$ cat config.mk
export PLATFORM = sky130hd
export DESIGN_NAME = alu
export DESIGN_NICKNAME = d
export VERILOG_FILES = /design/src/rtl/alu_pkg.sv /design/src/rtl/alu_core.sv /design/src/rtl/alu.sv
export SDC_FILE = /design/constraint.sdc
export NUM_CORES = 1
export LEC_CHECK = 0
export ABC_AREA = 1
export BUFFER_PORTS_ARGS = -buffer_cell sky130_fd_sc_hd__buf_2
export CORE_ASPECT_RATIO = 1.25
export CORE_MARGIN = 3
export CORE_UTILIZATION = 30
export DETAILED_ROUTE_END_ITERATION = 8
export GPL_TIMING_DRIVEN = 0
export MAX_ROUTING_LAYER = met4
export PLACE_DENSITY_LB_ADDON = 0.08
export RECOVER_POWER = 25
export SYNTH_ARGS = -nofsm -noshare
export SYNTH_HDL_FRONTEND = slang
export SYNTH_SLANG_ARGS = --single-unit
$ cat constraint.sdc
create_clock -name clk -period 2.4 [get_ports clk]
set_input_delay 0.24 -clock clk [delete_from_list [all_inputs] [get_ports clk]]
set_output_delay 0.24 -clock clk [all_outputs]
set_load 0.03 [all_outputs]
$ cat src/rtl/alu_pkg.sv
// Shared opcode encodings and CMP result bit positions for the registered ALU.
package alu_pkg;

    typedef logic [2:0] alu_op_t;

    localparam alu_op_t OP_ADD = 3'b000;
    localparam alu_op_t OP_SUB = 3'b001;
    localparam alu_op_t OP_MUL = 3'b010;
    localparam alu_op_t OP_AND = 3'b011;
    localparam alu_op_t OP_OR  = 3'b100;
    localparam alu_op_t OP_XOR = 3'b101;
    localparam alu_op_t OP_CMP = 3'b110;
    localparam alu_op_t OP_SHL = 3'b111;

    localparam int unsigned CMP_LT = 0;
    localparam int unsigned CMP_EQ = 1;
    localparam int unsigned CMP_GT = 2;

endpackage

$ cat src/rtl/alu_core.sv
// Combinational next-result logic: operands are zero-extended to 2*WIDTH bits.
// Optional zero/carry flags are built only when ALU_FLAGS_EN is defined.
module alu_core
    import alu_pkg::*;
#(
    parameter int WIDTH = 4
) (
    input  logic [WIDTH-1:0]   a_i,
    input  logic [WIDTH-1:0]   b_i,
    input  logic [2:0]         sel_i,
    output logic [2*WIDTH-1:0] result_o
`ifdef ALU_FLAGS_EN
    ,
    output logic               zero_o,
    output logic               carry_o
`endif
);

    localparam int RW = 2 * WIDTH;

    logic [RW-1:0] a_ext;
    logic [RW-1:0] b_ext;
    logic [RW-1:0] sum;
    logic [RW-1:0] diff;

    assign a_ext = {{WIDTH{1'b0}}, a_i};
    assign b_ext = {{WIDTH{1'b0}}, b_i};
    assign sum   = a_ext + b_ext;
    // Subtracting in the wide domain gives the two's-complement result directly.
    assign diff  = a_ext - b_ext;

    always_comb begin
        result_o = '0;
        case (sel_i)
            OP_ADD: result_o = sum;
            OP_SUB: result_o = diff;
            OP_MUL: result_o = a_ext * b_ext;
            OP_AND: result_o = a_ext & b_ext;
            OP_OR:  result_o = a_ext | b_ext;
            OP_XOR: result_o = a_ext ^ b_ext;
            OP_CMP: begin
                result_o[CMP_LT] = (a_i < b_i);
                result_o[CMP_EQ] = (a_i == b_i);
                result_o[CMP_GT] = (a_i > b_i);
            end
            // Only the low three bits of b form the shift amount.
            OP_SHL: result_o = a_ext << b_i[2:0];
            default: result_o = '0;
        endcase
    end

`ifdef ALU_FLAGS_EN
    always_comb begin
        zero_o  = (result_o == '0);
        carry_o = 1'b0;
        if (sel_i == OP_ADD) begin
            carry_o = sum[WIDTH];
        end else if (sel_i == OP_SUB) begin
            carry_o = (a_i < b_i);
        end
    end
`endif

endmodule

$ cat src/rtl/alu.sv
// Registered ALU top: one-cycle latency, synchronous active-high reset to zero.
// Defining ALU_FLAGS_EN adds registered zero_flag and carry_flag outputs.
module alu
    import alu_pkg::*;
#(
    parameter int WIDTH = 4
) (
    input  logic               clk,
    input  logic               rst,
    input  logic [WIDTH-1:0]   a,
    input  logic [WIDTH-1:0]   b,
    input  logic [2:0]         alu_sel,
    output logic [2*WIDTH-1:0] alu_out
`ifdef ALU_FLAGS_EN
    ,
    output logic               zero_flag,
    output logic               carry_flag
`endif
);

    logic [2*WIDTH-1:0] alu_out_d;
    logic [2*WIDTH-1:0] alu_out_q;

`ifdef ALU_FLAGS_EN
    logic zero_d;
    logic zero_q;
    logic carry_d;
    logic carry_q;
`endif

    alu_core #(
        .WIDTH (WIDTH)
    ) u_core (
        .a_i      (a),
        .b_i      (b),
        .sel_i    (alu_sel),
        .result_o (alu_out_d)
`ifdef ALU_FLAGS_EN
        ,
        .zero_o   (zero_d),
        .carry_o  (carry_d)
`endif
    );

    always_ff @(posedge clk) begin
        if (rst) begin
            alu_out_q <= '0;
        end else begin
            alu_out_q <= alu_out_d;
        end
    end

    assign alu_out = alu_out_q;

`ifdef ALU_FLAGS_EN
    always_ff @(posedge clk) begin
        if (rst) begin
            zero_q  <= 1'b0;
            carry_q <= 1'b0;
        end else begin
            zero_q  <= zero_d;
            carry_q <= carry_d;
        end
    end

    assign zero_flag  = zero_q;
    assign carry_flag = carry_q;
`endif

endmodule

* Yosys cells after proc, flatten, opt, wreduce, memory -nomap -nowiden
Index checks and enable logic that the tools add are counted.
Storage, ports and cells: flip-flop bits (word level) 8
Operators by class: $add $sub $neg 2, $mul 1, $lt $le $gt $ge 2, equal/unequal tests 8, shifts and indexed selects 1, muxes and demuxes 2, bitwise gates (word level) 3, reduce and logical (&&, ||, !) cells 1
Operator list (number):
- one-hot mux 5 bit (7 select lines) | 1
- one-hot mux 3 bit (8 select lines) | 1
- equality test 3 bit, second input constant | 4
- multiplier 4 x 4 -> 8 bit | 1
- << shifter 4 x 3 -> 8 bit | 1
- equality test 3 x 2 -> 1 bit, second input constant | 2
- adder 4 x 4 -> 5 bit | 1
- subtractor 4 x 4 -> 5 bit | 1
- AND 4 bit | 1
- equality test 4 bit | 1
- > comparator 4 bit | 1
- < comparator 4 bit | 1
- OR 4 bit | 1
- bitwise XOR 4 bit | 1
- equality test 3 x 1 -> 1 bit, second input constant | 1
- logical NOT 3 bit | 1

* Logic depth before layout (Yosys ltp)
depth in word-level cells 2, mapped depth 15, depth with buffers taken out 14

* By module
A second synthesis with hierarchy kept.
Second synthesis, totals: cell total of the unflattened synthesis 260, area total of the unflattened synthesis 1552.7 µm²
Modules (own cells, without submodules):
- alu_core | times used 1, cells each 235, area each 1321.3 µm², seq. area each 0.0 µm²
- alu | times used 1, cells each 25, area each 231.5 µm², seq. area each 160.2 µm²

* Worst setup path before layout
No wires, ideal clock.
path type input to register, from input port b[1], to register alu_out_q[4] (netlist: alu_out[4]), arrival time 2.429 ns, path slack -0.140 ns, cell stages on the path 11, cells stage by stage buf_6 -> nand2_1 -> fa_1 -> inv_1 -> fa_1 -> fa_1 -> or2_2 -> nand3_1 -> nand3_1 -> nor2_1 -> nor2_1
On the way: longest elaborated chain between the ends 2, elaborated cells on any way between the ends 5, classes of those cells add/sub: 2; mul: 1; shift: 1; mux: 1
RTL lines:
- start: declaration | line alu.sv:11 | input logic [WIDTH-1:0] b,
- multiplier 4 x 4 -> 8 bit (tied with other cells) | line alu_core.sv:37 | OP_MUL: result_o = a_ext * b_ext;
- one-hot mux 5 bit (7 select lines) (*) | line alu_core.sv:34 | case (sel_i)
- end signal: assignment | line alu.sv:49 | alu_out_q <= alu_out_d;
- end: declaration | line alu.sv:22 | logic [2*WIDTH-1:0] alu_out_q;
Mark *: on every way between the ends. The rest lies on a longest branch, timed or not. A chain may end at the register's enable or synchronous reset.

* Worst setup path in the final report
from input port b[1], to register alu_out_q[3] (netlist: alu_out[3])
The elaborated chain is that of the path after synthesis.

==> summary.md <==
| Metric | Value |
|---|---|
| Post-synth ARST share | 0 |
| Cells after Synth | between 200 and 250 |
| N_diodes | 0 |
| Post-route design area | around 0.0018 mm² |
| Worst EP required | 2520 ps |
| # DRC | 0 |
| Post-synth EDFFs | 0 |
| Top cells by count, synth | nand2_1, inv_1, nand3_1 |
| Relative slew margins | 0.756 |
| Placer Congestion | approximately 0.86 |
| Share of the synthesized area in the top cell type | 0.204 |
| Top Family by Delay on Critical Path | adder cells |
| Io pins | 21 |
| Critical path class | in2reg |
| CP Capture Point | alu_out[3] |
| Final setup vio count | 1 |
| Core Util, Final | 0.380 |
| Row cnt | 28 |
| Worst Setup SP | b[1] |
| Total Nets Final | 317 |
| Crit end category | flip-flop |
| Synth Flop Type | dfxtp_1 |
| Status | complete, but fails checks |
| Routed wire per std cell | 13.1 µm |
| Number of flip-flops under the largest register name | 8 |
| Buf/Inv on CP | 5 |
| I/O Buffers | 18 |
| Clk pin slew, worst setup/hold paths | roughly 40 ps |
| Vias in the first global route | 1,627 |
| Layout fillers | around 550 |
| Via count | 1,579 |
| Crit Path Max Fanout | 2 |
| Largest net degree at the start of global routing | 11 |
| Area Growth Syn to Fin | 19.6% |
| Die area | around 0.0060 mm² |
| Starting Density | 0.318 |
| Cell variety after synth | 25 |
| Clk root buf | clkbuf_8 |
| Hpwl dp | 3690 µm |
| Slew of the pin with the lowest slew margin | between 300 and 400 ps |
| Yosys top cell by area | ha_1 |
| Seq/Total Area, Yosys | 0.104 |
| P per Cell Area | between 300 and 400 mW/mm² |
| Clk buf depth | 2 |
| GRT Util Overall | 0.158 |
| Crit path depth | 15 |
| Die Ht | around 86 µm |
| Slowest-stage cell, CP | fa_2 |
| Max-cap viol count | 0 |
| Initial antenna violation count | 0 |
| Setup WS pre-CTS | -441 ps |
| Synthesized flop and latch total | 8 |
| CTS tree | built |
| Violated checks | setup timing |
| Final std cells w/o fill | about 330 |
| Most used cell along the critical path | nand2_1 |
| Max incr delay on CP | 560 ps |
| Synthesized area | between 0.0015 and 0.002 mm² |
| Layout cells sized above 1 | 0.155 |
| Critical Path Source Type | primary input |
| Setup TNS Final | -15.9 ps |
| RSZ-0062 raised after global routing | yes |
| Routed WL | roughly 4300 µm |
| Clk sinks | 8 |
| Post-Place Cells | about 330 |
| Die Span X | roughly 70 µm |
| First-pass GRT wire length | approximately 7300 µm |
| Post-Syn Nets | between 200 and 300 |
| CP cell instances | buf_8, buf_8, nand2_2, fa_1, inv_2, fa_2, fa_2, nand3_2, nand2_1, inv_1, nand2_1, nor2_1, nand3_1, nand2_1, inv_1 |
| Count leader, synth | nand2_1 |
| Mean Syn Cell Area | 6.17 µm² |
| Tmin final | approximately 2400 ps |
| Maximum VDD drop | 0.194 mV |
| First DRT Iteration DRCs | 90 |
| Global route overflow | 0 |
| Core area | 0.00483 mm² |
| Crit path DAT | 2540 ps |
| Setup WS post-layout | -15.9 ps |
| Lkg Pwr | 1.09 nW |
| Final-report max-slew violation count | 0 |
| Hold crit path type | in2reg |
| # hold bufs at CTS | 0 |
| Synth top area cells | ha_1, nand2_1, nand3_1, inv_1, dfxtp_1 |
| Vias/cell | about 4.8 |
| Yosys warning count | 0 |
| Placed Area | 0.00171 mm² |
| F_max | around 410 MHz |
| Htree depth | 1 |
| Hold Fails Final Rpt | 0 |
| DRT antenna net count | 0 |
| Total CTS buffers | 3 |
| Final period utilization | 1.01 |
| First drt pass iteration count | 4 |
[layer usage]
layer  GRT usage  vias up  share of wire
li1            -      828              -
met1       0.175      692           0.41
met2       0.286       49           0.52
met3      0.0246       10          0.041
met4      0.0557        0          0.030
met5           -        -              0
[power breakdown]
part           switching, mW  internal, mW
clock network         0.0483         0.108
logic                  0.204         0.124
registers            0.00210         0.144
total                  0.254         0.376
[metrics by stage]
step | total power [mW] | hold slack [ps]
global placement | 0.465 | 453
detailed placement | 0.461 | 458
floorplan | 0.367 | 309
CTS | 0.641 | 219
finish | 0.631 | 225
global route | 0.697 | 232
[placed cells by master, fill, tap and decap left out, drive strengths merged]
cell type,count
nand2,71
inv,50
nand3,37
ha,25
buf,20
nor2,18
a21oi,9
dfxtp,8
fa,6
clkbuf,6
nor3,5
nand4,4
o21ai,4
or2,3
nand3b,2
o211ai,1
clkinv,1
a21boi,1
[layout make-up]
| cell class | instances | area [µm²] | area share |
|---|---|---|---|
| plain buffers | 4 | 45.0 | 0.0245 |
| clock buffers | 3 | 41.3 | 0.0225 |
| inverters | 51 | 196 | 0.107 |
| multi-input cells | 186 | 1170 | 0.635 |
| flip-flops and latches | 8 | 160 | 0.0872 |
| well taps | 60 | 75.1 | 0.0409 |
| repair buffers | 19 | 153 | 0.0831 |
[timing repair]
action                                  CTS  global route
hold endpoints to repair                  0             0
pin swaps                                 6             5
endpoints found under the setup margin    3             3
resized for setup                        20             4
setup buffers                             1             0
[logic make-up after synthesis]
logic type	Yosys count	synth area share
AOI/OAI and AO/OA	15	0.0554
adders and majority gates	31	0.282
buffers and inverters	55	0.155
DFF	8	0.104
and+or+nand+nor	140	0.403
[how the worst min path moves through the flow]
stage	startpoint	endpoint	slack (ps)	depth (start not counted)
6_report	rst	alu_out[7]	220	2
5_1_grt	rst	alu_out[7]	230	2
4_1_cts	rst	alu_out[7]	220	2
3_5_place_dp	rst	alu_out[7]	460	2
3_3_place_gp	rst	alu_out[7]	450	2
2_1_floorplan	rst	alu_out[7]	310	1
Power figures use the tool's default switching activity.
